<file path="src/rtl/mux_rr_arbiter_pkg.sv">
// Shared definitions for the round-robin mux arbiter: state encoding,
// requester indices and select width.
package mux_rr_arbiter_pkg;

    localparam int SEL_W = 2;

    localparam int REQ_A = 0;
    localparam int REQ_B = 1;
    localparam int REQ_C = 2;
    localparam int REQ_D = 3;

    typedef enum logic [1:0] {
        ST_IDLE    = 2'd0,
        ST_SETTLE  = 2'd1,
        ST_OWN     = 2'd2,
        ST_RELEASE = 2'd3
    } arb_state_t;

    function automatic logic [3:0] onehot4(input logic [SEL_W-1:0] idx);
        return 4'b0001 << idx;
    endfunction

endpackage

</file>
<file path="src/rtl/mux_rr_arbiter_if.sv">
// Requester-facing bundle of the arbiter: requests and releases in,
// grant, mux select and status out.
interface mux_rr_arbiter_if;

    logic [3:0]                          req;
    logic [3:0]                          done;
    logic [3:0]                          grant;
    logic [mux_rr_arbiter_pkg::SEL_W-1:0] s;
    logic                                valid;
    logic                                timeout;

    modport master (
        output req, done,
        input  grant, s, valid, timeout
    );

    modport slave (
        input  req, done,
        output grant, s, valid, timeout
    );

endinterface

</file>
<file path="src/rtl/mux_rr_arbiter_rr_pick4.sv">
// Combinational round-robin picker: first set request scanning upward
// from the pointer, modulo 4.
module rr_pick4
    import mux_rr_arbiter_pkg::*;
(
    input  logic [3:0]       req,
    input  logic [SEL_W-1:0] ptr,
    output logic [SEL_W-1:0] winner,
    output logic             any
);

    logic [SEL_W-1:0] idx;

    // Scan from the farthest candidate back to the pointer so the closest one wins.
    always_comb begin
        winner = ptr;
        any    = 1'b0;
        idx    = ptr;
        for (int i = 3; i >= 0; i--) begin
            idx = ptr + SEL_W'(i);
            if (req[idx]) begin
                winner = idx;
                any    = 1'b1;
            end
        end
    end

endmodule

</file>
<file path="src/rtl/mux_rr_arbiter.sv">
// Round-robin arbiter driving a shared dual 4:1 mux select with settle and
// turnaround cycles. Optional grant timeout enabled by MUX_ARB_TIMEOUT_EN.
module mux_rr_arbiter
    import mux_rr_arbiter_pkg::*;
#(
    parameter int SETTLE   = 1,
    parameter int HOLD_MAX = 15
) (
    input  logic             clk,
    input  logic             rst,
    mux_rr_arbiter_if.slave  bus
);

    arb_state_t       state_q, state_d;
    logic [3:0]       grant_q, grant_d;
    logic [SEL_W-1:0] s_q, s_d;
    logic             valid_q, valid_d;
    logic [SEL_W-1:0] ptr_q, ptr_d;
    logic [2:0]       settle_q, settle_d;
    logic             natural_rel;
    logic             forced_rel;
    logic [SEL_W-1:0] winner;
    logic             any_req;
`ifdef MUX_ARB_TIMEOUT_EN
    logic [7:0]       hold_q, hold_d;
    logic             timeout_q, timeout_d;
`endif

    rr_pick4 u_pick (
        .req    (bus.req),
        .ptr    (ptr_q),
        .winner (winner),
        .any    (any_req)
    );

    always_ff @(posedge clk) begin
        if (rst) begin
            state_q   <= ST_IDLE;
            grant_q   <= 4'b0000;
            s_q       <= SEL_W'(REQ_A);
            valid_q   <= 1'b0;
            ptr_q     <= SEL_W'(REQ_A);
            settle_q  <= 3'd0;
`ifdef MUX_ARB_TIMEOUT_EN
            hold_q    <= 8'd0;
            timeout_q <= 1'b0;
`endif
        end else begin
            state_q   <= state_d;
            grant_q   <= grant_d;
            s_q       <= s_d;
            valid_q   <= valid_d;
            ptr_q     <= ptr_d;
            settle_q  <= settle_d;
`ifdef MUX_ARB_TIMEOUT_EN
            hold_q    <= hold_d;
            timeout_q <= timeout_d;
`endif
        end
    end

    // A natural release (Done or dropped Req of the owner) beats a forced one.
    always_comb begin
        state_d     = state_q;
        grant_d     = grant_q;
        s_d         = s_q;
        valid_d     = valid_q;
        ptr_d       = ptr_q;
        settle_d    = settle_q;
        natural_rel = bus.done[s_q] | ~bus.req[s_q];
`ifdef MUX_ARB_TIMEOUT_EN
        hold_d      = hold_q;
        timeout_d   = 1'b0;
        forced_rel  = (hold_q == 8'(HOLD_MAX - 1));
`else
        forced_rel  = 1'b0;
`endif

        case (state_q)
            ST_IDLE: begin
                if (any_req) begin
                    grant_d  = onehot4(winner);
                    s_d      = winner;
                    settle_d = 3'd0;
`ifdef MUX_ARB_TIMEOUT_EN
                    hold_d   = 8'd0;
`endif
                    if (SETTLE == 0) begin
                        state_d = ST_OWN;
                        valid_d = 1'b1;
                    end else begin
                        state_d = ST_SETTLE;
                        valid_d = 1'b0;
                    end
                end
            end
            ST_SETTLE, ST_OWN: begin
`ifdef MUX_ARB_TIMEOUT_EN
                hold_d = hold_q + 8'd1;
`endif
                if (natural_rel || forced_rel) begin
                    state_d   = ST_RELEASE;
                    grant_d   = 4'b0000;
                    valid_d   = 1'b0;
                    ptr_d     = s_q + SEL_W'(1);
`ifdef MUX_ARB_TIMEOUT_EN
                    timeout_d = ~natural_rel;
`endif
                end else if (state_q == ST_SETTLE) begin
                    if (settle_q == 3'(SETTLE - 1)) begin
                        state_d = ST_OWN;
                        valid_d = 1'b1;
                    end else begin
                        settle_d = settle_q + 3'd1;
                    end
                end
            end
            ST_RELEASE: begin
                state_d = ST_IDLE;
                valid_d = 1'b0;
            end
        endcase
    end

    assign bus.grant = grant_q;
    assign bus.s     = s_q;
    assign bus.valid = valid_q;
`ifdef MUX_ARB_TIMEOUT_EN
    assign bus.timeout = timeout_q;
`else
    assign bus.timeout = 1'b0;
`endif

endmodule
</file>
<file path="src/flat_wrapper.sv">
// flat-port wrapper written by rule: the top's interface ports become plain ports
module mux_rr_arbiter_flat import mux_rr_arbiter_pkg::*;
#(
    parameter int SETTLE   = 1,
    parameter int HOLD_MAX = 15
)
  (clk, rst, bus_req, bus_done, bus_grant, bus_s, bus_valid, bus_timeout);
  mux_rr_arbiter_if bus_i ();
  input  logic clk;
  input  logic rst;
  input wire logic [$bits(bus_i.req)-1:0] bus_req;
  input wire logic [$bits(bus_i.done)-1:0] bus_done;
  output wire logic [$bits(bus_i.grant)-1:0] bus_grant;
  output wire logic [$bits(bus_i.s)-1:0] bus_s;
  output wire logic [$bits(bus_i.valid)-1:0] bus_valid;
  output wire logic [$bits(bus_i.timeout)-1:0] bus_timeout;
  assign bus_i.req = bus_req;
  assign bus_i.done = bus_done;
  assign bus_grant = bus_i.grant;
  assign bus_s = bus_i.s;
  assign bus_valid = bus_i.valid;
  assign bus_timeout = bus_i.timeout;
  mux_rr_arbiter #(.SETTLE(SETTLE), .HOLD_MAX(HOLD_MAX)) u_core (.clk(clk), .rst(rst), .bus(bus_i));
endmodule
</file>
<file path="config.mk">
export PLATFORM = sky130hd
export DESIGN_NAME = mux_rr_arbiter_flat
export DESIGN_NICKNAME = d
export VERILOG_FILES = /design/src/rtl/mux_rr_arbiter_pkg.sv /design/src/rtl/mux_rr_arbiter_if.sv /design/src/rtl/mux_rr_arbiter_rr_pick4.sv /design/src/rtl/mux_rr_arbiter.sv /design/src/flat_wrapper.sv
export SDC_FILE = /design/constraint.sdc
export NUM_CORES = 1
export LEC_CHECK = 0
export CAP_MARGIN = 10
export CELL_PAD_IN_SITES_DETAIL_PLACEMENT = 0
export CELL_PAD_IN_SITES_GLOBAL_PLACEMENT = 1
export CORE_MARGIN = 1.5
export CORE_UTILIZATION = 25
export CTS_BUF_LIST = sky130_fd_sc_hd__clkbuf_4 sky130_fd_sc_hd__clkbuf_8 sky130_fd_sc_hd__clkbuf_16
export DETAILED_ROUTE_END_ITERATION = 6
export GPL_TIMING_DRIVEN = 0
export PLACE_DENSITY_LB_ADDON = 0.1
export SLEW_MARGIN = 30
export SYNTH_ARGS = -nofsm -noshare
export SYNTH_HDL_FRONTEND = slang
export SYNTH_HIERARCHICAL = 1
export SYNTH_SLANG_ARGS = --single-unit
</file>
<file path="constraint.sdc">
create_clock -name clk -period 1.83 [get_ports clk]
set_input_delay 0.366 -clock clk [delete_from_list [all_inputs] [get_ports clk]]
set_output_delay 0.366 -clock clk [all_outputs]
set_load 0.01 [all_outputs]
</file>
==> metrics.txt, run 1 <==
dominant synthesized flop cell=dfxtp_1; number of core rows=22; final clock period utilization by the worst path=0.939; vias post-DR=921; total die area=4330 um^2; antenna diode count=0; cell accounting for the most synthesized area=dfxtp_1; violation count after the first detailed-routing iteration=19; number of port buffers=16; final critical-path required period=1.72 ns; min-delay worst type=reg2reg; Clock Pin Slew Worst Setup and Hold Paths=0.06 ns; fraction of the yosys area taken by sequential cells=0.284; initial antenna violation count=0; 1st-pass router iterations=4; aggregate routed wire length=2400 um; share of cells above drive strength 1=0.162; total DRC errors in the routed layout=0; critical-path cell list=clkdlybuf4s15_1, and3b_1, or4_1, nand2_2, nand2_1, o32a_1, o32ai_1; total global-route track usage=0.127; Routed Antenna Nets=0; count of endpoints failing setup in the final report=0; TritonCTS Buffers=3; Post-Synthesis Cells=121; flop and latch count out of synthesis=14; post-detailed-route wirelength per cell=~13 um; fraction of post-synthesis cell area in the top cell type by area=0.284; core region area=3720 um^2; most frequent cell after synthesis=dfxtp_1; buffer levels on the longest clock path=2; Worst EP required=1.99 ns; final-report max-slew violation count=0; Die W=65.8 um; Clock Root Buffer=clkbuf_8; arrival time at the worst endpoint=1.88 ns; layout overhead on the synthesized area=31.1%; y dimension of the die=65.8 um; net count after synthesis=137; clock share of power=0.136; run status=completed; part of the power in registers=0.255; Setup CP Type=in2reg; overall power=1.87 mW; peak supply drop=0.408 mV; TritonCTS clock tree=done; Pleak=~0.47 nW; mean post-synth cell area=8.16 um^2; Max Cap Violations=0; endpoint type of the worst setup path=register; Logic pwr share=0.609; top post-synthesis cells by area=dfxtp_1, ha_1, nand2b_1; vias per cell=just under 5; Post-synth top cells=dfxtp_1, nand2_1, inv_1, a21oi_1, nand2b_1; Synth async-reset ratio=0; number of H-tree levels=1; I/O pin count=18; Cell variety after synth=38; GPL Wtd Cong=roughly 0.7; peak clock frequency supported by timing=582 MHz; count of final hold-check violations=0; vias in the first global route=937; post-detail-place hpwl=1810 um; pin count of the biggest net entering global routing=11; largest driver fanout on the critical path=8; final worst clock skew=0.00298 ns; Post-Syn Area=approximately 990 um^2; Crit-path slowest cell=or4_1; maximum single-stage delay on the critical path=0.49 ns; starting density of the core=0.266; number of sinks driven by the clock tree=14; power density of the placed cells=1440 nW/um^2; unrepaired setup endpoints after global routing=no; switching portion of total power=0.437; net switching component of the power=0.816 mW; Warnings, synthesis=6; internal power=between 1 and 1.5 mW; insertion delay to the later sink of the worst-skew pair=0.24 ns; final-layout setup total negative slack=0 ns; number of hold buffers added after cts=0; global-route wire length before repair=4210 um; EDFF count, synth=0; Final #Nets=160; nature of the critical path startpoint=primary input; total global routing overflow=0
-- layout make-up --
cell class              instances  area (um^2)
plain buffers                   6         32.5
clock buffers                   3         41.3
inverters                      10         37.5
fillers                       395         2420
flip-flops and latches         14          282
well taps                      48         60.1
multi-input cells              91          673
repair buffers                 18          168
-- power groups by stage --
stage,Clock [mW],Sequential [mW],Combinational (mW)
2_1_floorplan,0,0.475,0.742
3_3_place_gp,0,0.480,1.03
3_5_place_dp,0,0.482,1.02
4_1_cts,0.266,0.477,1.10
5_1_grt,0.283,0.495,1.27
6_report,0.254,0.476,1.14
-- critical path: cells and delay by family --
family / cells / cell delay, ns
buffers and inverters: 1 / 0.29
AND/OR/NAND/NOR: 4 / 0.86
AO/OA/AOI/OAI: 2 / 0.36
-- worst paths after layout --
| kind | startpoint | endpoint | slack (ns) | depth (start not counted) |
|---|---|---|---|---|
| worst max-delay path | bus_req[3] | u_core/bus.grant[2] | 0.11 | 7 |
| worst min-delay path | u_core/bus.grant[3] | u_core/bus.grant[3] | 0.48 | 2 |
| worst max register to register | u_core/state_q[0] | u_core/ptr_q[0] | 0.12 | 6 |
| worst min register to register | u_core/bus.grant[3] | u_core/bus.grant[3] | 0.48 | 2 |
-- metal layers --
metal	vias to the layer above	global-route usage	wire (um)
met4	0	0.0625	53
met2	16	0.205	1110
li1	479	-	-
met3	5	0.0204	62
met1	421	0.164	1180
met5	-	0	0
-- cell families after synthesis --
family | count (synthesis) | synth area share
compound gates | 31 | 0.229
xor+xnor | 1 | 0.00887
fa+ha+maj | 6 | 0.0760
buf+inv | 16 | 0.0672
flops | 14 | 0.284
mux | 3 | 0.0558
other cells | 1 | 0.00380
simple gates | 49 | 0.275
-- metrics by stage --
stage / instance area (um^2) / worst slack, ns / cells / hold WS, ns / util
after CTS: 1270 / 0.0458 / 189 / 0.488 / 0.343
final: 1290 / 0.112 / 190 / 0.482 / 0.348
after global placement: 1210 / -0.511 / 185 / 0.473 / 0.325
after global routing: 1290 / 0.000709 / 190 / 0.514 / 0.348
after floorplan: 987 / 0.180 / 121 / 0.469 / -
after detailed placement: 1210 / -0.513 / 185 / 0.481 / 0.325
-- registers in the layout (all words and copies together), names as in the netlist --
name              flops
u_core/settle_q       3
u_core/bus.s          2
u_core/bus.valid      1
u_core/ptr_q          2
u_core/bus.grant      4
u_core/state_q        2
-- cells in the final DEF (no fill, tap or decap), types with 2 or more instances in the layout --
cell type,n
clkbuf_1,2
nor2b_1,5
o32ai_1,3
ha_1,5
a311oi_1,2
and2b_2,2
and3b_1,2
nand2_1,10
buf_4,4
buf_2,2
a31oi_1,3
inv_1,10
o21ai_0,4
clkbuf_8,3
nand2_2,2
clkdlybuf4s50_1,12
dfxtp_1,13
a21oi_1,8
nand4_1,3
mux4_2,2
a21o_1,2
nor2_1,5
nand2b_1,8
dlygate4sd2_1,2
nor3_1,3
nand3_1,4
-- timing repair --
item	in CTS	in global routing
pin swaps	2	0
gates resized for setup	10	8
setup buffers	1	1
setup endpoints to repair	11	5
Note: power is estimated with default switching activity, not from simulation.
==> run 2: changes to the inputs <==
--- a/config.mk
+++ b/config.mk
@@ -8,7 +8,7 @@
 export CAP_MARGIN = 10
 export CELL_PAD_IN_SITES_DETAIL_PLACEMENT = 0
 export CELL_PAD_IN_SITES_GLOBAL_PLACEMENT = 1
-export CORE_MARGIN = 1.5
+export CORE_MARGIN = 4
 export CORE_UTILIZATION = 25
 export CTS_BUF_LIST = sky130_fd_sc_hd__clkbuf_4 sky130_fd_sc_hd__clkbuf_8 sky130_fd_sc_hd__clkbuf_16
 export DETAILED_ROUTE_END_ITERATION = 6
==> constraint.sdc (replaced) <==
create_clock -name clk -period 1.7 [get_ports clk]
set_input_delay 0.34 -clock clk [delete_from_list [all_inputs] [get_ports clk]]
set_output_delay 0.34 -clock clk [all_outputs]
set_load 0.01 [all_outputs]
==> metrics.txt, run 2 (synthesized netlist as in run 1, its figures left out) <==
vias in the first global route=876 (-6.5%); Largest register FFs=4 (unchanged); endpoint type of the worst setup path=register; unrepaired setup endpoints after global routing=yes; final clock period utilization by the worst path=1.00; Finished Cell Area=1380 um^2 (+6.3%); power density of the placed cells=1620 nW/um^2 (+12%); insertion delay to the later sink of the worst-skew pair=0.25 ns (about the same); utilization of the core after routing=0.367 (+0.0192); TritonCTS clock tree=done; pin count of the biggest net entering global routing=11 (unchanged); final instance count without filler cells=192 (+1.1%); core region area=3740 um^2 (+0.74%); maximum single-stage delay on the critical path=0.52 ns (+0.03 ns); Die W=70.8 um (+7.6%); setup slack at placement=-0.670 ns (-0.157 ns); min-delay worst type=reg2reg; count of endpoints failing setup in the final report=1 (+1); number of core rows=22 (unchanged); Max Cap Violations=0 (unchanged); buffer levels on the longest clock path=2 (unchanged); violation count after the first detailed-routing iteration=21 (+2); Pleak=0.523 nW (+11%); y dimension of the die=70.8 um (+7.6%); layout overhead on the synthesized area=39.3%; post-detailed-route wirelength per cell=13.3 um (+5.0%); number of port buffers=16 (unchanged); critical-path cell list=and2b_2, or4_4, nand2_4, nand2_1, o32a_1, o32ai_2; Crit-path slowest cell=or4_4; antenna diode count=0 (unchanged); Routed Antenna Nets=0 (unchanged); Post-Route Hold Slack=0.463 ns (-0.0191 ns); run status=finished with violations; crit-path leading delay family=simple AND/OR/NAND/NOR gates; Post-Place Cell Area=1210 um^2 (unchanged); I/O pin count=18 (unchanged); GPL Wtd Cong=0.756 (+10%); final critical-path required period=1.70 ns; global-route wire length before repair=4100 um (-2.6%); Clock Pin Slew Worst Setup and Hold Paths=0.06 ns (about the same); total DRC errors in the routed layout=0 (unchanged); Final #Nets=161 (+0.63%); vias post-DR=924 (+0.33%); worst path setup slack after routing=-0.00195 ns (-0.114 ns); post-detail-place hpwl=1850 um (+2.5%); number of sinks driven by the clock tree=14 (unchanged); total die area=5020 um^2 (+16%); total global-route track usage=0.102 (-0.0247); Setup CP Type=reg2reg; overall power=2.23 mW (+19%); share of cells above drive strength 1=0.229 (+0.0672); final worst clock skew=0.00328 ns (+0.000303 ns); final-layout setup total negative slack=-0.00195 ns (-0.00195 ns); number of hold buffers added after cts=0 (unchanged); number of instances in the placed design=185 (unchanged); final-report max-slew violation count=0 (unchanged); most common cell after layout, fill and taps aside=dfxtp_1; starting density of the core=0.264 (-0.00195); peak clock frequency supported by timing=588 MHz; initial antenna violation count=0 (unchanged); largest driver fanout on the critical path=4 (-4); most used cells in the layout excluding fill and tap cells=dfxtp_1, inv_1, nand2_1; vias per cell=4.81 (-0.72%); nature of the critical path startpoint=register; aggregate routed wire length=2550 um (+6.1%); Clock Root Buffer=clkbuf_8; violated checks=negative setup slack; peak supply drop=0.598 mV (+47%); 1st-pass router iterations=4 (unchanged); buffer and inverter count on the worst path=0 (-1); total global routing overflow=0 (unchanged); number of H-tree levels=1 (unchanged); arrival time at the worst endpoint=1.87 ns (about the same); TritonCTS Buffers=3 (unchanged); Worst EP required=1.86 ns (-0.13 ns); count of final hold-check violations=0 (unchanged)
run 2: cell types whose count changed in the layout (fill, tap and decap cells not counted), sizes merged:
cell / change
clkbuf: +4
dlymetal6s2s: +3
clkdlybuf4s50: -3
dlygate4sd2: -1
buf: -1
run 2: metal layers:
layer	track usage	up-vias	wire length, um
met2	0.172	8	1240
met3	0.0298	2	77
met1	0.129	433	1220
met4	0.0251	0	16
li1	-	481	-
met5	0	-	0
run 2: power by group:
part,switching (mW),leakage (nW),internal [mW]
Clock,0.131,0.0288,0.205
Sequential,0.0873,0.116,0.430
Combinational,0.726,0.379,0.648
Total,0.944,0.523,1.28
run 2: layout make-up:
type | instances | area (um^2)
Inverter | 10 | 37.5
Fill cell | 429 | 2370
Timing Repair Buffer | 20 | 190
Clock buffer | 4 | 55.1
Tap cell | 48 | 60.1
Sequential cell | 14 | 287
Buffer | 5 | 33.8
Multi-Input combinational cell | 91 | 712
run 2: worst reg2reg max path, cell delays in order, from the launching register on:
cell and delay (ns):
dfxtp_4 0.36, and2b_2 0.21, or4_4 0.52, nand2_4 0.10, nand2_1 0.05, o32a_1 0.29
o32ai_2 0.08
run 2: timing repair:
action,4_1_cts,5_1_grt
hold endpoints to repair,0,0
resized for setup,12,23
pin swaps,2,4
buffers inserted,0,4
endpoints found under the setup margin,13,13
run 2: path summary, 6_finish.rpt:
kind	depth (start not counted)	slack, ns	start	endpoint
setup reg to reg	6	-0.002	u_core/ptr_q[0]	u_core/bus.grant[2]
hold reg to reg	2	0.46	u_core/bus.grant[1]	u_core/bus.grant[1]
setup / recovery	6	-0.002	u_core/ptr_q[0]	u_core/bus.grant[2]
hold / removal	2	0.46	u_core/bus.grant[1]	u_core/bus.grant[1]
==> run 3: changes to the inputs <==
--- a/config.mk
+++ b/config.mk
@@ -14,6 +14,7 @@
 export DETAILED_ROUTE_END_ITERATION = 6
 export GPL_TIMING_DRIVEN = 0
 export PLACE_DENSITY_LB_ADDON = 0.1
+export SKIP_LAST_GASP = 1
 export SLEW_MARGIN = 30
 export SYNTH_ARGS = -nofsm -noshare
 export SYNTH_HDL_FRONTEND = slang
==> metrics.txt, run 3 (synthesized netlist as in run 1, its figures left out) <==
utilization of the core after routing=0.364 (-0.00301); post-detail-place hpwl=1850 um (unchanged); run status=finished with violations; number of hold buffers added after cts=0 (unchanged); most used cells in the layout excluding fill and tap cells=dfxtp_1, inv_1, nand2_1; total DRC errors in the routed layout=0 (unchanged); layout overhead on the synthesized area=38.1%; power density of the placed cells=1610 nW/um^2 (-0.84%); violation count after the first detailed-routing iteration=11 (-48%); count of final hold-check violations=0 (unchanged); I/O pin count=18 (unchanged); origin of the worst min-delay path=u_core/bus.grant[1]; Setup CP Type=reg2reg; post-detailed-route wirelength per cell=13.3 um (+0.24%); buffer levels on the longest clock path=2 (unchanged); peak clock frequency supported by timing=587 MHz (about the same); vias per cell=4.80 (-0.22%); number of sinks driven by the clock tree=14 (unchanged); worst reg2reg path startpoint=u_core/ptr_q[0]; final-layout setup total negative slack=-0.00294 ns (-0.000987 ns); maximum single-stage delay on the critical path=0.52 ns (about the same); final critical-path required period=1.70 ns (+0.000987 ns); Post-Route Hold Slack=0.463 ns (-0.0000130 ns); nature of the critical path startpoint=register; Clock Pin Slew Worst Setup and Hold Paths=0.07 ns (about the same); total global-route track usage=0.102 (unchanged); initial antenna violation count=0 (unchanged); final worst clock skew=0.00339 ns (+0.000106 ns); 1st-pass router iterations=4 (unchanged); number of H-tree levels=1 (unchanged); total die area=5020 um^2 (unchanged); Worst EP required=1.86 ns (about the same); global-route wire length before repair=4100 um (unchanged); violated checks=negative setup slack; unrepaired setup endpoints after global routing=yes; most common cell after layout, fill and taps aside=dfxtp_1; worst path setup slack after routing=-0.00294 ns (-0.000987 ns); endpoint type of the worst setup path=register; vias post-DR=922 (-0.22%); Crit-path slowest cell=or4_4; insertion delay to the later sink of the worst-skew pair=0.25 ns (about the same); number of core rows=22 (unchanged); core region area=3740 um^2 (unchanged); final clock period utilization by the worst path=1.00 (about the same); buffer and inverter count on the worst path=0 (unchanged); starting density of the core=0.264 (unchanged); GPL Wtd Cong=0.756 (unchanged); min-delay worst type=reg2reg; largest driver fanout on the critical path=4 (unchanged); critical-path cell list=and2b_2, or4_4, nand2_4, nand2_1, o32a_1, o32ai_2; TritonCTS clock tree=done; aggregate routed wire length=2550 um (+0.24%); timing startpoint of the critical path=u_core/ptr_q[0]; antenna diode count=0 (unchanged); number of port buffers=16 (unchanged); share of cells above drive strength 1=0.229 (unchanged); peak supply drop=0.554 mV (-7.4%); vias in the first global route=876 (unchanged); arrival time at the worst endpoint=1.87 ns (about the same); Pleak=0.521 nW (-0.49%); TritonCTS Buffers=3 (unchanged); Die W=70.8 um (unchanged); Final #Nets=161 (unchanged); crit-path leading delay family=simple AND/OR/NAND/NOR gates; y dimension of the die=70.8 um (unchanged); count of endpoints failing setup in the final report=1 (unchanged); total global routing overflow=0 (unchanged); pin count of the biggest net entering global routing=11 (unchanged); Routed Antenna Nets=0 (unchanged); final-report max-slew violation count=0 (unchanged); Clock Root Buffer=clkbuf_8; Largest register FFs=4 (unchanged); Max Cap Violations=0 (unchanged)
run 3: tightest hold or removal path: stages (launching register included):
cell,delay [ns]
dfxtp_1,0.31
inv_1,0.05
o32ai_1,0.06
run 3: stage by stage:
stage	instance area (um^2)	total power [mW]	cells	setup WS (ns)
global route	1360	2.38	192	-0.0626
CTS	1290	2.05	189	-0.109
detailed placement	1210	1.62	185	-0.670
finish	1360	2.19	192	-0.00294
floorplan	987	1.31	121	0.0502
global placement	1210	1.62	185	-0.641
run 3: path summary, 6_finish.rpt:
kind | slack (ns) | endpoint | cells past startpoint
worst max-delay path | -0.003 | u_core/bus.grant[2] | 6
worst min-delay path | 0.46 | u_core/bus.grant[1] | 2
worst max register to register | -0.003 | u_core/bus.grant[2] | 6
worst min register to register | 0.46 | u_core/bus.grant[1] | 2
run 3: per-layer routing:
metal | track usage | up-vias | share of wire
met5 | 0 | - | 0
met4 | 0.0251 | 0 | 0.0063
met3 | 0.0298 | 2 | 0.030
met2 | 0.172 | 8 | 0.48
met1 | 0.129 | 432 | 0.48
li1 | - | 480 | -
run 3: final cells by class:
cell class / instances / area, um^2
tap: 48 / 60.1
sequential: 14 / 287
fill: 430 / 2380
inverter: 10 / 37.5
buffer: 5 / 33.8
multi-input combinational: 91 / 704
clock buffer: 4 / 55.1
timing repair buffer: 20 / 186
run 3: where the power goes:
part | internal (mW) | switching (mW)
Combinational | 0.629 | 0.707
Sequential | 0.430 | 0.0873
Clock | 0.205 | 0.131
run 3: repair_timing:
action / in CTS / in global routing
endpoints found under the setup margin: 13 / 13
pin swaps: 2 / 3
buffers inserted: 0 / 4
resized for setup: 11 / 22
==> RTL change 1: new RTL, flow settings as in run 2 <==
Re-encode `arb_state_t` (4 states) as one-hot, 4 bits wide.
--- a/src/rtl/mux_rr_arbiter_pkg.sv
+++ b/src/rtl/mux_rr_arbiter_pkg.sv
@@ -9,11 +9,11 @@
     localparam int REQ_C = 2;
     localparam int REQ_D = 3;
 
-    typedef enum logic [1:0] {
-        ST_IDLE    = 2'd0,
-        ST_SETTLE  = 2'd1,
-        ST_OWN     = 2'd2,
-        ST_RELEASE = 2'd3
+    typedef enum logic [3:0] {
+        ST_IDLE    = 4'b0001,
+        ST_SETTLE  = 4'b0010,
+        ST_OWN     = 4'b0100,
+        ST_RELEASE = 4'b1000
     } arb_state_t;
 
     function automatic logic [3:0] onehot4(input logic [SEL_W-1:0] idx);
Function: no difference found for any inputs over 10 cycles, from zero or initial values and one cycle with rst high; not proved beyond that.
==> RTL change 1 against run 2 <==
Die area increased by 3.5%; synthesized area increased by 3.9%; count of clock-buffer cells in the layout decreased by 1; wire length increased by 18%; sequential cell count increased by 2; critical path depth decreased by 2; worst setup slack improved by 0.043 ns; design area increased by 2.5%; first-iteration DRC count increased to 2.7 times the old value.
Power is not compared: it rests on default switching activity, and its combinational part moved more than twofold at a synthesized area within 25%.
==> RTL change 1: results (changes against run 2) <==
Status
  – Run status: finished, final reports clean

Global routing
  – First-pass GRT wire length: 5.13 mm (+25%)
  – All-Layer GR Usage: 12.5% (+2.3 points)
  – Largest net degree at the start of global routing: 11 (unchanged)
  – Vias in the first global route: 1,079 (+23%)

Placement
  – Final GP Congestion: 0.748 (-1.1%)
  – Port Buffer Count: 15 (-1)
  – Placed instance area: 1240 sq um (+3.1%)
  – Post-DP HPWL: 2.11 mm (+14%)

Synthesis
  – Net Count, Synth: 142 (+3.6%)
  – List of most frequent post-synthesis cells: dfxtp_1, nand2_1, a21oi_1
  – Netlist cell types: 47 (+24%)
  – Synth top area cells: dfxtp_1, a21oi_1, nand2_1, nand2b_1, nor2_1
  – Post-synthesis sequential area ratio: 31.2% (+2.8 points)

Critical path
  – Crit Path Max Fanout: 7 (+3)
  – R2r endpoint: u_core/bus.valid
  – Arrival @ worst endpoint: 1.83 ns (-0.04 ns)
  – Reg-to-Reg Start: u_core/bus.s[1]
  – Flop2flop setup slack: 0.04 ns (+0.04 ns)
  – Worst Reg-to-Reg Cells: 4 (-2)

Drt
  – Routed wire length: 3.01 mm (+18%)
  – Post-DR vias/cell: 5.18 (+7.7%)
  – Iter 0 DRT Violations: 57 (+170%)

Final layout
  – Fillers: 424 (-1.2%)
  – Total Nets Final: 167 (+3.7%)
  – Layout cells sized above 1: 24.2% (+1.3 points)

STA
  – Clk_skew: 0.00366 ns (+0.000374 ns)
  – Hold Slack: 0.491 ns (+0.0273 ns)

Power
  – Peak VDD IR: 298 uV

Hold path
  – Hold path startpoint: u_core/bus.grant[0]
  – Hold EP: u_core/bus.grant[0]

Clock tree
  – Max Root-Sink Buffers: 2 (unchanged)
  – H-tree depth: 1 (unchanged)
  – Root Driver: clkbuf_8
[RTL change 1: changes by cell type in the layout (fill, tap and decap cells not counted), sizes merged, moves of 4 or more]
cell	delta
nor2	+5
buf	+8
nor2b	-4
ha	-4
inv	-6
o211ai	+4
[RTL change 1: worst max-delay path, cell delays in order (launching register included)]
cell     delay (ns)
dfxtp_2        0.35
or4b_4         0.54
and4_4         0.25
or3_1          0.31
a31oi_1        0.13
[RTL change 1: cells by family (layout without fill, tap and decap cells)]
family	after synthesis	count (layout)	synth area share, %
AOI/OAI and AO/OA	36	36	24.1
xor gates and xnor gates	3	3	2.56
adders and majority gates	2	2	2.44
buffers and inverters	14	37	6.46
DFF	16	16	31.2
other	1	1	0.366
and+or+nand+nor	58	58	32.8
[RTL change 1: area by class of cell]
| cell class | instances | share of cell area [%] |
|---|---|---|
| inverters | 4 | 1.07 |
| clock buffers | 3 | 2.93 |
| plain buffers | 7 | 2.93 |
| well taps | 50 | 4.44 |
| repair buffers | 23 | 14.5 |
| multi-input cells | 100 | 51.1 |
| flip-flops and latches | 16 | 23.1 |
[RTL change 1: worst max-delay path by stage]
stage	end	start	cells after the start
after floorplan	u_core/bus.valid	bus_done[2]	5
after global placement	u_core/bus.grant[0]	bus_req[3]	8
after detailed placement	u_core/bus.grant[0]	bus_req[3]	8
after CTS	u_core/bus.grant[0]	bus_req[0]	7
after global routing	u_core/bus.valid	u_core/bus.s[1]	6
final	u_core/bus.valid	u_core/bus.s[1]	4
[RTL change 1: power by group through the flow]
stage	Clock, W	Sequential (W)	Combinational, W
finish	0.000292	0.000441	0.000447
floorplan	0	0.000446	0.000238
CTS	0.000305	0.000439	0.000420
global route	0.000320	0.000446	0.000490
global placement	0	0.000447	0.000353
detailed placement	0	0.000447	0.000357
[RTL change 1: routing by layer]
layer | global-route usage [%] | part of all wire [%] | vias up
met4 | 5.43 | 2.6 | 0
li1 | - | - | 525
met2 | 20.3 | 46 | 21
met3 | 2.63 | 3.8 | 6
met5 | 0 | 0 | -
met1 | 15.9 | 48 | 500
[RTL change 1: what timing repair did]
item                                    in CTS  in global routing
buffers inserted                             7                  1
endpoints found under the setup margin      15                 13
gates resized for setup                     21                 15
pin swaps                                    9                  5
[RTL change 1: per-stage QoR]
step	cells	setup WS [ns]	util (%)	total power, W	setup TNS (ns)
2_1_floorplan	130	0.0225	-	0.000684	0
3_3_place_gp	195	-0.746	31.3	0.000799	-7.70
3_5_place_dp	195	-0.783	31.3	0.000804	-7.96
4_1_cts	203	0.00889	34.7	0.00116	0
5_1_grt	203	-0.0213	35.5	0.00126	-0.107
6_report	203	0.0413	35.5	0.00118	0
==> RTL change 2: new RTL, flow settings as in run 2 <==
Without the edit above. Set the package constant `SEL_W` to 3 (it was 2).
--- a/src/rtl/mux_rr_arbiter_pkg.sv
+++ b/src/rtl/mux_rr_arbiter_pkg.sv
@@ -2,7 +2,7 @@
 // requester indices and select width.
 package mux_rr_arbiter_pkg;
 
-    localparam int SEL_W = 2;
+    localparam int SEL_W = 3;
 
     localparam int REQ_A = 0;
     localparam int REQ_B = 1;
Ports: changed (resized bus_s); port bits go from 18 to 19. No check against the original RTL was run, so the function may have changed too.
==> RTL change 2 against run 2 <==
Clock power rose by 2%; synthesized area rose by 29%; sequential cell count rose by 2; sequential power rose by 14%; worst setup slack got worse by 0.45 ns; synthesized cell count rose by 28%; combinational power rose by 39%; wire length rose by 38%; critical path depth rose by 5; non-clock buffer count rose by 14; power rose by 28%; the flow still finishes with violations (negative setup slack); critical path type unchanged; design area rose by 30%.
==> RTL change 2: results (changes against run 2) <==
Drt
  – DR vias: 1,263 (+37%)
  – DRT Pass-1 Iters: 4 (unchanged)
  – Iter 0 DRT Violations: 68 (+220%)
  – Drt wl/cell: 13.8 um (+4.2%)

Global routing
  – Initial antenna violation count: 0 (unchanged)
  – Largest net degree at the start of global routing: 11 (unchanged)
  – First-pass GRT wire length: 6.04 mm (+47%)
  – All-Layer GR Usage: 12.1% (+1.9 points)
  – Vias in the first global route: 1,246 (+42%)

Status
  – Failing checks: negative setup slack
  – Run status: finished with violations

STA
  – Slew margin rel.: 61.3%
  – Final setup fails: 7 (+6)
  – Clk_skew: 0.00394 ns (+0.000652 ns)
  – Final WS setup: -0.451 ns (-0.449 ns)

Clock tree
  – Max Root-Sink Buffers: 2 (unchanged)
  – CTS hold repair buffers: 0 (unchanged)
  – H-tree depth: 1 (unchanged)
  – CTS buffer count: 3 (unchanged)
  – Worst-path clk slew: 0.07 ns
  – Clk_lat worst skew: 0.25 ns (about the same)
  – Root Driver: clkbuf_8

Synthesis
  – Post-synthesis sequential area ratio: 25.2% (-3.1 points)
  – Synthesized-area fraction occupied by adder cells: 8.88% (+1.3 points)
  – Post-synthesis mux area share: 8.97% (+3.4 points)
  – Synthesis Warnings: 6 (unchanged)
  – Compound-Gate Fraction of Synth Area: 23.0% (+0.038 points)
  – Synth Area in XOR/XNOR: 0.690% (-0.20 points)
  – Net Count, Synth: 174 (+27%)
  – List of most frequent post-synthesis cells: dfxtp_1, a21oi_1, inv_1, nand2_1
  – Ys flop type: dfxtp_1
  – Synth top area cells: dfxtp_1, ha_1, mux2i_1, a21oi_1, inv_1
  – Netlist cell types: 46 (+21%)
  – Post-synth ARST share: 0% (unchanged)

Critical path
  – Critical path origin: u_core/ptr_q[0]
  – Arrival @ worst endpoint: 2.27 ns (+0.40 ns)
  – Crit Path Max Fanout: 3 (-1)

Placement
  – Post-DP HPWL: 2.44 mm (+32%)
  – Port Buffer Count: 16 (unchanged)
  – Final GP Congestion: 0.727 (-3.9%)

Power
  – Static Leak: 0.668 nW (+28%)
  – Peak VDD IR: 529 uV (-12%)

Final layout
  – Layout cells sized above 1: 31.4% (+8.5 points)
  – N_diodes: 0 (unchanged)
  – Total Nets Final: 208 (+29%)
  – Max FFs per register: 4 (unchanged)

Hold path
  – Hold Path Class: flip-flop to flip-flop
  – Hold path startpoint: u_core/bus.grant[0]
## RTL change 2: cell types whose count changed after synthesis, sizes merged, moves of 3 or more
cell,change
nor2,+4
nand3,+3
and2b,-3
buf,+4
nor2b,-3
mux2i,+7
ha,+3
inv,+3
nand2b,-5
a21oi,+5
## RTL change 2: cell type report
cell class | count | area [sq um]
fill | 536 | 3020
multi-input combinational | 116 | 937
sequential | 16 | 325
timing repair buffer | 32 | 279
tap | 67 | 83.8
buffer | 7 | 57.6
inverter | 13 | 56.3
clock buffer | 4 | 55.1
## RTL change 2: worst max-delay path, cell delays in order (launching register included)
cell      delay [ns]
dfxtp_2         0.35
buf_8           0.10
inv_4           0.03
ha_4            0.24
mux2i_1         0.13
a211oi_2        0.20
mux2i_1         0.11
o31a_1          0.33
o311ai_4        0.27
nor4_2          0.08
nand2b_1        0.12
o32ai_2         0.07
## RTL change 2: worst paths after layout
kind                                       endpoint  slack, ns  cells after the start
worst min-delay path            u_core/bus.grant[0]       0.48                      2
worst max register to register  u_core/bus.grant[2]      -0.45                     11
worst min register to register  u_core/bus.grant[0]       0.48                      2
worst max-delay path            u_core/bus.grant[2]      -0.45                     11
## RTL change 2: what timing repair did
action / in CTS / in global routing
endpoints found under the hold margin: 0 / 0
endpoints found under the setup margin: 17 / 13
pin swaps: 15 / 5
gates resized for setup: 29 / 12
buffers inserted: 15 / 1
## RTL change 2: stage by stage
stage                     worst slack [ns]  area, sq um  TNS, ns  total power, W  instances
after detailed placement            -0.893         1550   -11.00         0.00217        238
after CTS                           -0.481         1760    -2.79         0.00276        254
after floorplan                     -0.486         1310    -2.32         0.00175        155
after global placement              -0.856         1550   -10.51         0.00216        238
final                               -0.451         1790    -2.65         0.00284        255
after global routing                -0.561         1790    -3.47         0.00309        255
## RTL change 2: logic make-up after synthesis
group           count (synthesis)
mux                            10
fa+ha+maj                       9
simple gates                   53
xor+xnor                        1
buf+inv                        23
other cells                     1
flops                          16
compound gates                 42
## RTL change 2: report_power, final
| group | switching (W) | leakage, nW | total [W] | internal (W) |
|---|---|---|---|---|
| combinational | 0.00100 | 0.507 | 0.00191 | 0.000907 |
| sequential | 0.000102 | 0.132 | 0.000590 | 0.000487 |
| clock | 0.000136 | 0.0288 | 0.000342 | 0.000205 |
| total | 0.00124 | 0.668 | 0.00284 | 0.00160 |
## RTL change 2: layer usage
layer / GRT usage (%) / share of wire, % / vias up / wire, um
met5: 0 / 0 / - / 0
met4: 2.58 / 0.74 / 0 / 26
met3: 3.17 / 3.1 / 5 / 109
met2: 18.4 / 45 / 18 / 1600
met1: 17.1 / 51 / 606 / 1790
li1: - / - / 634 / -
